--- config.mk ---
export PLATFORM = sky130hd
export DESIGN_NAME = y_result_writer
export DESIGN_NICKNAME = d
export VERILOG_FILES = /design/src/rtl/y_result_writer.sv
export SDC_FILE = /design/constraint.sdc
export NUM_CORES = 2
export LEC_CHECK = 0
export CAP_MARGIN = 20
export CORE_ASPECT_RATIO = 1.2
export CORE_MARGIN = 3
export CORE_UTILIZATION = 35
export CTS_BUF_LIST = sky130_fd_sc_hd__clkbuf_8
export CTS_CLUSTER_SIZE = 12
export DETAILED_ROUTE_END_ITERATION = 10
export GPL_TIMING_DRIVEN = 0
export HOLD_SLACK_MARGIN = 0.02
export PLACE_DENSITY = 0.57
export SLEW_MARGIN = 20
export SYNTH_ARGS = -nofsm -noshare
export SYNTH_HDL_FRONTEND = slang
export SYNTH_SLANG_ARGS = --single-unit
--- constraint.sdc ---
create_clock -name clk -period 7.8 [get_ports clk]
set_input_delay 1.95 -clock clk [delete_from_list [all_inputs] [get_ports clk]]
set_output_delay 1.95 -clock clk [all_outputs]
set_load 0.005 [all_outputs]
--- src/rtl/y_result_writer.sv ---
// Finished-row writer: converts FloPoCo doubles to IEEE-754, buffers them and
// issues one 8-byte write per row to the memory controller.
module y_result_writer #(
    parameter int          FIFO_DEPTH = 32,
    parameter int          SKID       = 16,
    parameter logic [2:0]  WR_CMD     = 3'd2
) (
    input  logic        clk,
    input  logic        rst,
    input  logic        start,
    input  logic [47:0] y_base,
    input  logic [31:0] row_count,
    input  logic        push_to_y,
    input  logic [65:0] v_to_y,
    output logic        stall_out,
    output logic        mc_rq_vld,
    output logic [2:0]  mc_rq_cmd,
    output logic [47:0] mc_rq_vadr,
    output logic [63:0] mc_rq_data,
    input  logic        mc_rq_stall,
    output logic        busy,
    output logic        done,
    output logic        overflow_err
);

    localparam int AW = $clog2(FIFO_DEPTH);

    localparam logic [1:0] S_IDLE = 2'd0;
    localparam logic [1:0] S_RUN  = 2'd1;
    localparam logic [1:0] S_DONE = 2'd2;

    logic [1:0]    state;
    logic [63:0]   mem [FIFO_DEPTH];
    logic [AW-1:0] wr_ptr, rd_ptr;
    logic [AW:0]   occ, occ_next;
    logic [31:0]   count_q, issued_q;
    logic [47:0]   ld_addr;
    logic          rq_vld;
    logic [47:0]   rq_vadr;
    logic [63:0]   rq_data;
    logic          ovf_q, stall_q;

    logic run, issue, term, load, pop, accept, drop;
    logic [63:0] conv;

    function automatic logic [63:0] flopoco_to_ieee(input logic [65:0] v);
        case (v[65:64])
            2'b00:   return {v[63], 63'b0};
            2'b01:   return v[63:0];
            2'b10:   return {v[63], 11'h7FF, 52'b0};
            default: return 64'h7FF8_0000_0000_0000;
        endcase
    endfunction

    // The final issue of a run does not reload the output register, so DONE
    // is entered with no request still held.
    always_comb begin
        run      = (state == S_RUN);
        issue    = rq_vld & ~mc_rq_stall;
        term     = run & issue & ((issued_q + 32'd1) == count_q);
        load     = run & (~rq_vld | issue) & ~term;
        pop      = load & (occ != '0);
        accept   = push_to_y & run & ((occ != (AW+1)'(FIFO_DEPTH)) | pop);
        drop     = push_to_y & ~accept;
        occ_next = occ + {{AW{1'b0}}, accept} - {{AW{1'b0}}, pop};
        conv     = flopoco_to_ieee(v_to_y);
    end

    always_ff @(posedge clk) begin
        if (accept) mem[wr_ptr] <= conv;
    end

    always_ff @(posedge clk) begin
        if (rst) begin
            state    <= S_IDLE;
            wr_ptr   <= '0;
            rd_ptr   <= '0;
            occ      <= '0;
            count_q  <= '0;
            issued_q <= '0;
            ld_addr  <= '0;
            rq_vld   <= 1'b0;
            rq_vadr  <= '0;
            rq_data  <= '0;
            ovf_q    <= 1'b0;
            stall_q  <= 1'b0;
        end else begin
            stall_q <= (occ_next >= (AW+1)'(FIFO_DEPTH - SKID));
            occ     <= occ_next;
            if (accept) wr_ptr <= wr_ptr + 1'b1;
            if (pop)    rd_ptr <= rd_ptr + 1'b1;
            if (issue)  issued_q <= issued_q + 32'd1;

            if (load) begin
                if (pop) begin
                    rq_vld  <= 1'b1;
                    rq_vadr <= ld_addr;
                    rq_data <= mem[rd_ptr];
                    ld_addr <= ld_addr + 48'd8;
                end else begin
                    rq_vld  <= 1'b0;
                end
            end else if (term) begin
                rq_vld <= 1'b0;
            end

            case (state)
                S_RUN: begin
                    if (term) state <= S_DONE;
                end
                default: begin
                    if (start) begin
                        count_q  <= row_count;
                        ld_addr  <= y_base;
                        issued_q <= '0;
                        wr_ptr   <= '0;
                        rd_ptr   <= '0;
                        occ      <= '0;
                        stall_q  <= 1'b0;
                        ovf_q    <= 1'b0;
                        state    <= (row_count == '0) ? S_DONE : S_RUN;
                    end
                end
            endcase

            if (drop) ovf_q <= 1'b1;
        end
    end

    assign stall_out    = stall_q;
    assign mc_rq_vld    = rq_vld;
    assign mc_rq_cmd    = rq_vld ? WR_CMD : '0;
    assign mc_rq_vadr   = rq_vadr;
    assign mc_rq_data   = rq_data;
    assign busy         = (state == S_RUN);
    assign done         = (state == S_DONE);
    assign overflow_err = ovf_q;

endmodule

Word-level counts from Yosys, hierarchy flattened

Memory sizes are Yosys's and may differ from the RTL's. A register that Yosys moved wholly into a read port is not among the register bits.
Index checks and enable logic that the tools add are counted.

Bits in registers: 181
RAM bits: 2048
Input port bits: 151
Output and inout port bits: 120
Logic and storage cells: 84
Memories kept: 1

Memories:

| memory | words | width | read ports | clocked after Yosys merged registers in | write ports | line | source |
|---|---|---|---|---|---|---|---|
| mem    | 32    | 64    | 1          | 1                                       | 1           | 33   | `logic [63:0] mem [FIFO_DEPTH];` |

Add/subtract/negate cells: 6
$lt $le $gt $ge: 1
Eq/ne operators: 8
Multiplexer cells: 31
Bitwise gates (word level): 16
Reductions and logical operators: 10

Operator list:

| kind                                                              | count |
|---|---|
| 2-to-1 mux 48 bit                                                 | 4 |
| case mux 64 bit (3 select lines)                                  | 1 |
| 2-to-1 mux 32 bit                                                 | 3 |
| adder 48 x 4 -> 48 bit, second input constant                     | 1 |
| adder 32 x 1 -> 32 bit, second input constant                     | 1 |
| equality test 32 bit                                              | 1 |
| logical NOT 32 bit                                                | 1 |
| 2-to-1 mux 5 bit                                                  | 6 |
| 2-to-1 mux 6 bit                                                  | 2 |
| adder 5 x 1 -> 5 bit, second input constant                       | 2 |
| 2-to-1 mux 1 bit                                                  | 10 |
| 2-to-1 mux 2 bit                                                  | 5 |
| AND 1 bit                                                         | 9 |
| AND reduction 2 bit                                               | 4 |
| adder 6 x 1 -> 6 bit                                              | 1 |
| greater-or-equal comparator 6 x 5 -> 1 bit, second input constant | 1 |
| inequality test 6 bit, second input constant                      | 1 |
| nonzero test 2 bit                                                | 3 |
| nonzero test 6 bit                                                | 1 |
| subtractor 6 x 1 -> 6 bit                                         | 1 |
| NOT 1 bit                                                         | 5 |
| equality test 2 x 1 -> 1 bit, second input constant               | 2 |
| equality test 2 bit, second input constant                        | 2 |
| inequality test 2 x 1 -> 1 bit, second input constant             | 2 |
| other kinds (2)                                                   | 3 |

Logic depth before layout (Yosys ltp)

Word-level depth: 14
Mapped depth: 23
Depth with buffers taken out: 21

Worst setup path before layout

OpenSTA, ideal clock, no wires.

Path kind: input port to flip-flop
From: input mc_rq_stall
To: memory mem[30][0], enable pin
Library setup time: 0.487 ns
Arrival: 5.670 ns
Required time: 7.313 ns
Path slack: 1.643 ns
Cell stages on the path: 10
Buffers on the path: 1
Cells stage by stage: nor2b_1 > nand4_1 > nor4_1 > and4b_1 > nand4_2 > o21ai_2 > buf_6 > inv_4 > o211ai_2 > nor2_1

Cells in the longest elaborated chain, start to end: 11
Elaborated cells on any way between the ends: 13
Those cells by class: mux: 2; bitwise: 11

RTL lines:

| what                                       | line | source |
|---|---|---|
| from (decl)                                | 20   | `input logic mc_rq_stall,` |
| NOT 1 bit (*)                              | 59   | `issue = rq_vld & ~mc_rq_stall;` |
| AND 1 bit (*)                              | 59   |  |
| AND 1 bit (2 in series)                    | 60   | `term = run & issue & ((issued_q + 32'd1) == count_q);` |
| NOT 1 bit                                  | 61   | `load = run & (~rq_vld \| issue) & ~term;` |
| AND 1 bit (*)                              | 61   |  |
| AND 1 bit (*)                              | 62   | `pop = load & (occ != '0);` |
| bitwise OR 1 bit (*)                       | 63   | `accept = push_to_y & run & ((occ != (AW+1)'(FIFO_DEPTH)) \| pop);` |
| AND 1 bit (*)                              | 63   |  |
| 2-to-1 mux 1 bit (*)                       | 70   | `if (accept) mem[wr_ptr] <= conv;` |
| 2-to-1 mux 1 bit (not written as such) (*) | 70   |  |
| to (decl)                                  | 33   |  |

Mark *: on every way between the ends. The rest lies on a longest branch, timed or not.

Worst setup path in the final report

From: register issued_q[19]
To: register stall_q (netlist: stall_out)

Cells in the longest elaborated chain, start to end: 13

RTL lines:

| what                                           | line | source |
|---|---|---|
| from (decl)                                    | 36   | `logic [31:0] count_q, issued_q;` |
| from (signal assigned)                         | 92   | `if (issue) issued_q <= issued_q + 32'd1;` |
| adder 32 x 1 -> 32 bit (*)                     | 60   |  |
| equality test 32 bit (*)                       | 60   |  |
| AND 1 bit (*)                                  | 60   |  |
| NOT 1 bit (*)                                  | 61   |  |
| AND 1 bit (*)                                  | 61   |  |
| AND 1 bit (*)                                  | 62   |  |
| bitwise OR 1 bit                               | 63   |  |
| AND 1 bit                                      | 63   |  |
| adder 6 x 1 -> 6 bit                           | 65   | `occ_next = occ + {{AW{1'b0}}, accept} - {{AW{1'b0}}, pop};` |
| subtractor 6 x 1 -> 6 bit (*)                  | 65   |  |
| greater-or-equal comparator 6 x 5 -> 1 bit (*) | 88   | `stall_q <= (occ_next >= (AW+1)'(FIFO_DEPTH - SKID));` |
| 2-to-1 mux 1 bit                               | 112  | `if (start) begin` |
| 2-to-1 mux 1 bit (*)                           | 107  | `case (state)` |
| to (signal assigned)                           | 88   |  |
| to (decl)                                      | 41   | `logic ovf_q, stall_q;` |

Marked as above.
A chain may end at the register's enable or synchronous reset.

==> summary.md <==
| Metric | Value |
|---|---|
| Min Tclk post-route | `6167 ps` |
| Core ar. | `253200 sq um` |
| Synth async-reset ratio | `0%` |
| Critical path data required time | `8680 ps` |
| H-tree levels | `5` |
| DP HPWL | `179.5 mm` |
| Max-cap violations | `0` |
| Clk_skew | `122.9 ps` |
| Die Ht | `559.8 um` |
| Crit path max-delay cell type | `o41ai_1` |
| CTS root buf | `clkbuf_8` |
| Setup CP Type | `flip-flop to flip-flop` |
| CTS Buf Count | `389` |
| Mapped Area | `89470 sq um` |
| Antenna viol nets, final | `0` |
| Mean post-synth cell area | `20.11 sq um` |
| Die area | `261700 sq um` |
| Met1 usage | `27.03%` |
| Final nets | `5433` |
| Starting Density | `35.33%` |
| CTS tree | `yes` |
| # IOs | `271` |
| Global route overflow | `0` |
| Vias per inst | `5.437` |
| Pwr dens | `238.6 nW/um^2` |
| Layout area overhead | `19.87%` |
| All-Layer GR Usage | `19.88%` |
| Post-CTS Setup Bufs | `0` |
| Drt total wl | `263.9 mm` |
| Fin cells | `8939` |
| Met3 Use GR | `4.048%` |
| CTS Hold Bufs | `0` |
| Crit-path cells | `clkbuf_1, nand2_1, or4_1, clkbuf_1, o41ai_1, nor4b_2, and4b_1, nand4_2, o21ai_2, buf_6, inv_4, buf_2, buf_6, ha_1, inv_1, ha_1, fa_1, a21oi_1, nor2_1, nor2_1, xor2_1, nor2_1, or2_2` |
| Final GP Congestion | `0.8548` |
| Drc violations | `0` |
| Drt pass-1 iters | `6` |
| CTS clk-pin slew, worst paths | `60 ps` |
| Clock Latency Late Sink | `1080 ps` |
| PostCTS Resize Cnt | `0` |
| Top_reg_cell synth | `edfxtp_1` |
| Startpoint Class | `flip-flop` |
| Max-slew violations | `0` |
| Synth top area share | `68.74%` |
| Cell variety after synth | `76` |
| Leak pwr | `32.09 nW` |
| Register area share after synthesis | `74.22%` |
| Synth warnings | `0` |
| Row cnt | `202` |
| Yosys reg bits | `2293` |
| HP Class | `flip-flop to flip-flop` |
| Crit path top cell by count | `nor2_1` |
| First-pass GRT wire length | `369.8 mm` |
| # setup viols final | `0` |
| Worst Path Max Fanout | `10` |
| Synth area leaders | `edfxtp_1, mux4_2, dfxtp_1` |
| Tot Pwr | `25.58 mW` |
| Port bufs | `268` |
| Synth area leader | `edfxtp_1` |
| EDFF count, synth | `2048` |
| Slew headroom | `20.84%` |
| Routed wire per std cell | `29.52 um` |
| Worst-margin pin slew | `1187 ps` |
| Max Clk Rate | `0.1622 GHz` |
| Peak supply drop | `0.2085 mV` |
| Met2 usage in global routing | `32.57%` |
| Share of cells above drive strength 1 | `26.15%` |
| Placed Cells | `8235` |
| Outcome | `finished, final reports clean` |
| Crit end category | `flip-flop` |
| Pin count of the biggest net entering global routing | `33` |
| Synth Instances | `4449` |
| Initial antenna violation count | `14` |
| Crit share post-route | `79.07%` |
| Crit path largest cell delay | `700 ps` |
| GR peak layer | `met2` |
| Vias in the first global route | `49170` |
| Clock buffer depth | `4` |
| Crit path DAT | `7040 ps` |
| Die Wd | `467.5 um` |
| Drt initial violations | `5035` |
| Clock Sinks | `2293` |
| RSZ-0062 raised after global routing | `no` |
| Via count | `48600` |
| Hold Fails Final Rpt | `0` |
-- sequential cells by signal (all words and copies together), names as in the netlist --
| register | cells |
|---|---|
| mc_rq_vld | 1 |
| count_q | 32 |
| state | 2 |
| overflow_err | 1 |
| mc_rq_data | 64 |
| occ | 6 |
| wr_ptr | 5 |
| ld_addr | 48 |
| mc_rq_vadr | 48 |
| rd_ptr | 5 |
| mem | 2048 |
| stall_out | 1 |
| issued_q | 32 |
-- cells in the final DEF, fill, tap and decap left out, types with 64 or more instances in the layout --
| master | netlist | routed |
|---|---|---|
| clkinv_1 | 1 | 71 |
| clkdlybuf4s50_1 | 0 | 268 |
| mux4_2 | 640 | 640 |
| nand2_1 | 235 | 235 |
| edfxtp_1 | 2048 | 2048 |
| nor2_1 | 221 | 189 |
| a21oi_1 | 107 | 107 |
| inv_1 | 26 | 167 |
| buf_16 | 0 | 64 |
| dfxtp_1 | 245 | 245 |
| buf_12 | 0 | 82 |
| clkbuf_1 | 192 | 144 |
| mux2i_1 | 75 | 75 |
| a211oi_1 | 77 | 77 |
| clkbuf_8 | 0 | 419 |
-- synth_stat cells, drive strengths merged (33+ instances only) --
library cell	instances
nand4	33
xnor2	45
clkbuf	192
mux2i	75
mux4	640
xor2	35
edfxtp	2048
dfxtp	245
a21oi	107
a211oi	78
nand2	235
and2	61
nand3	34
nor2	221
buf	77
-- routing by layer --
metal | routed length [um] | part of all wire (%)
met1 | 107600 | 41
met3 | 20750 | 7.9
met5 | 14 | 0.0053
met2 | 129500 | 49
met4 | 6003 | 2.3
-- worst max-delay path, delay by kind of cell, from the launching register on --
| family | cells | cell delay, ps |
|---|---|---|
| AOI/OAI and AO/OA | 3 | 1100 |
| DFF | 1 | 300 |
| xor gates and xnor gates | 1 | 170 |
| adders and majority gates | 3 | 910 |
| and+or+nand+nor | 9 | 2100 |
| buffers and inverters | 7 | 1430 |
-- area by class of cell --
cell class | instances | area [sq um]
inverters | 28 | 107.6
plain buffers | 269 | 1274
clock buffers | 419 | 5767
diodes | 17 | 42.54
flip-flops and latches | 2293 | 66400
clock inverters | 263 | 1162
repair buffers | 424 | 6213
well taps | 3366 | 4212
multi-input cells | 1860 | 22060
fillers | 22370 | 146000
-- report_power, final --
part           switching (mW)  internal (mW)
logic                    1.20          0.937
registers               0.147           13.5
clock network            4.77           5.02
-- stage by stage --
stage          setup slack [ps]  setup TNS [ps]  area [sq um]  hold slack (ps)  util (%)
3_3_place_gp              -4146        -7787070         96360            445.5     38.05
5_1_grt                    1329               0        107200            471.3     42.33
3_5_place_dp              801.6               0        100200            448.6     39.55
4_1_cts                    1585               0        107100            439.1     42.29
2_1_floorplan              1643               0         89470            432.1         -
6_report                   1633               0        107200            428.9     42.35
-- worst paths after layout --
check | startpoint | end | slack [ps] | depth (start not counted)
hold reg to reg | ld_addr[2] | mc_rq_vadr[2] | 430 | 2
hold / removal | ld_addr[2] | mc_rq_vadr[2] | 430 | 2
setup reg to reg | issued_q[19] | stall_out | 1630 | 23
setup / recovery | issued_q[19] | stall_out | 1630 | 23
-- cells by family after synthesis --
family / count (synthesis) / share of synthesized area [%]
AOI/OAI and AO/OA: 314 / 2.401
xor gates and xnor gates: 81 / 0.8097
adders and majority gates: 17 / 0.2461
buffers and inverters: 297 / 1.429
DFF: 2293 / 74.22
muxes: 717 / 16.98
other: 1 / 0.004192
and+or+nand+nor: 729 / 3.912
Power figures use the tool's default switching activity.
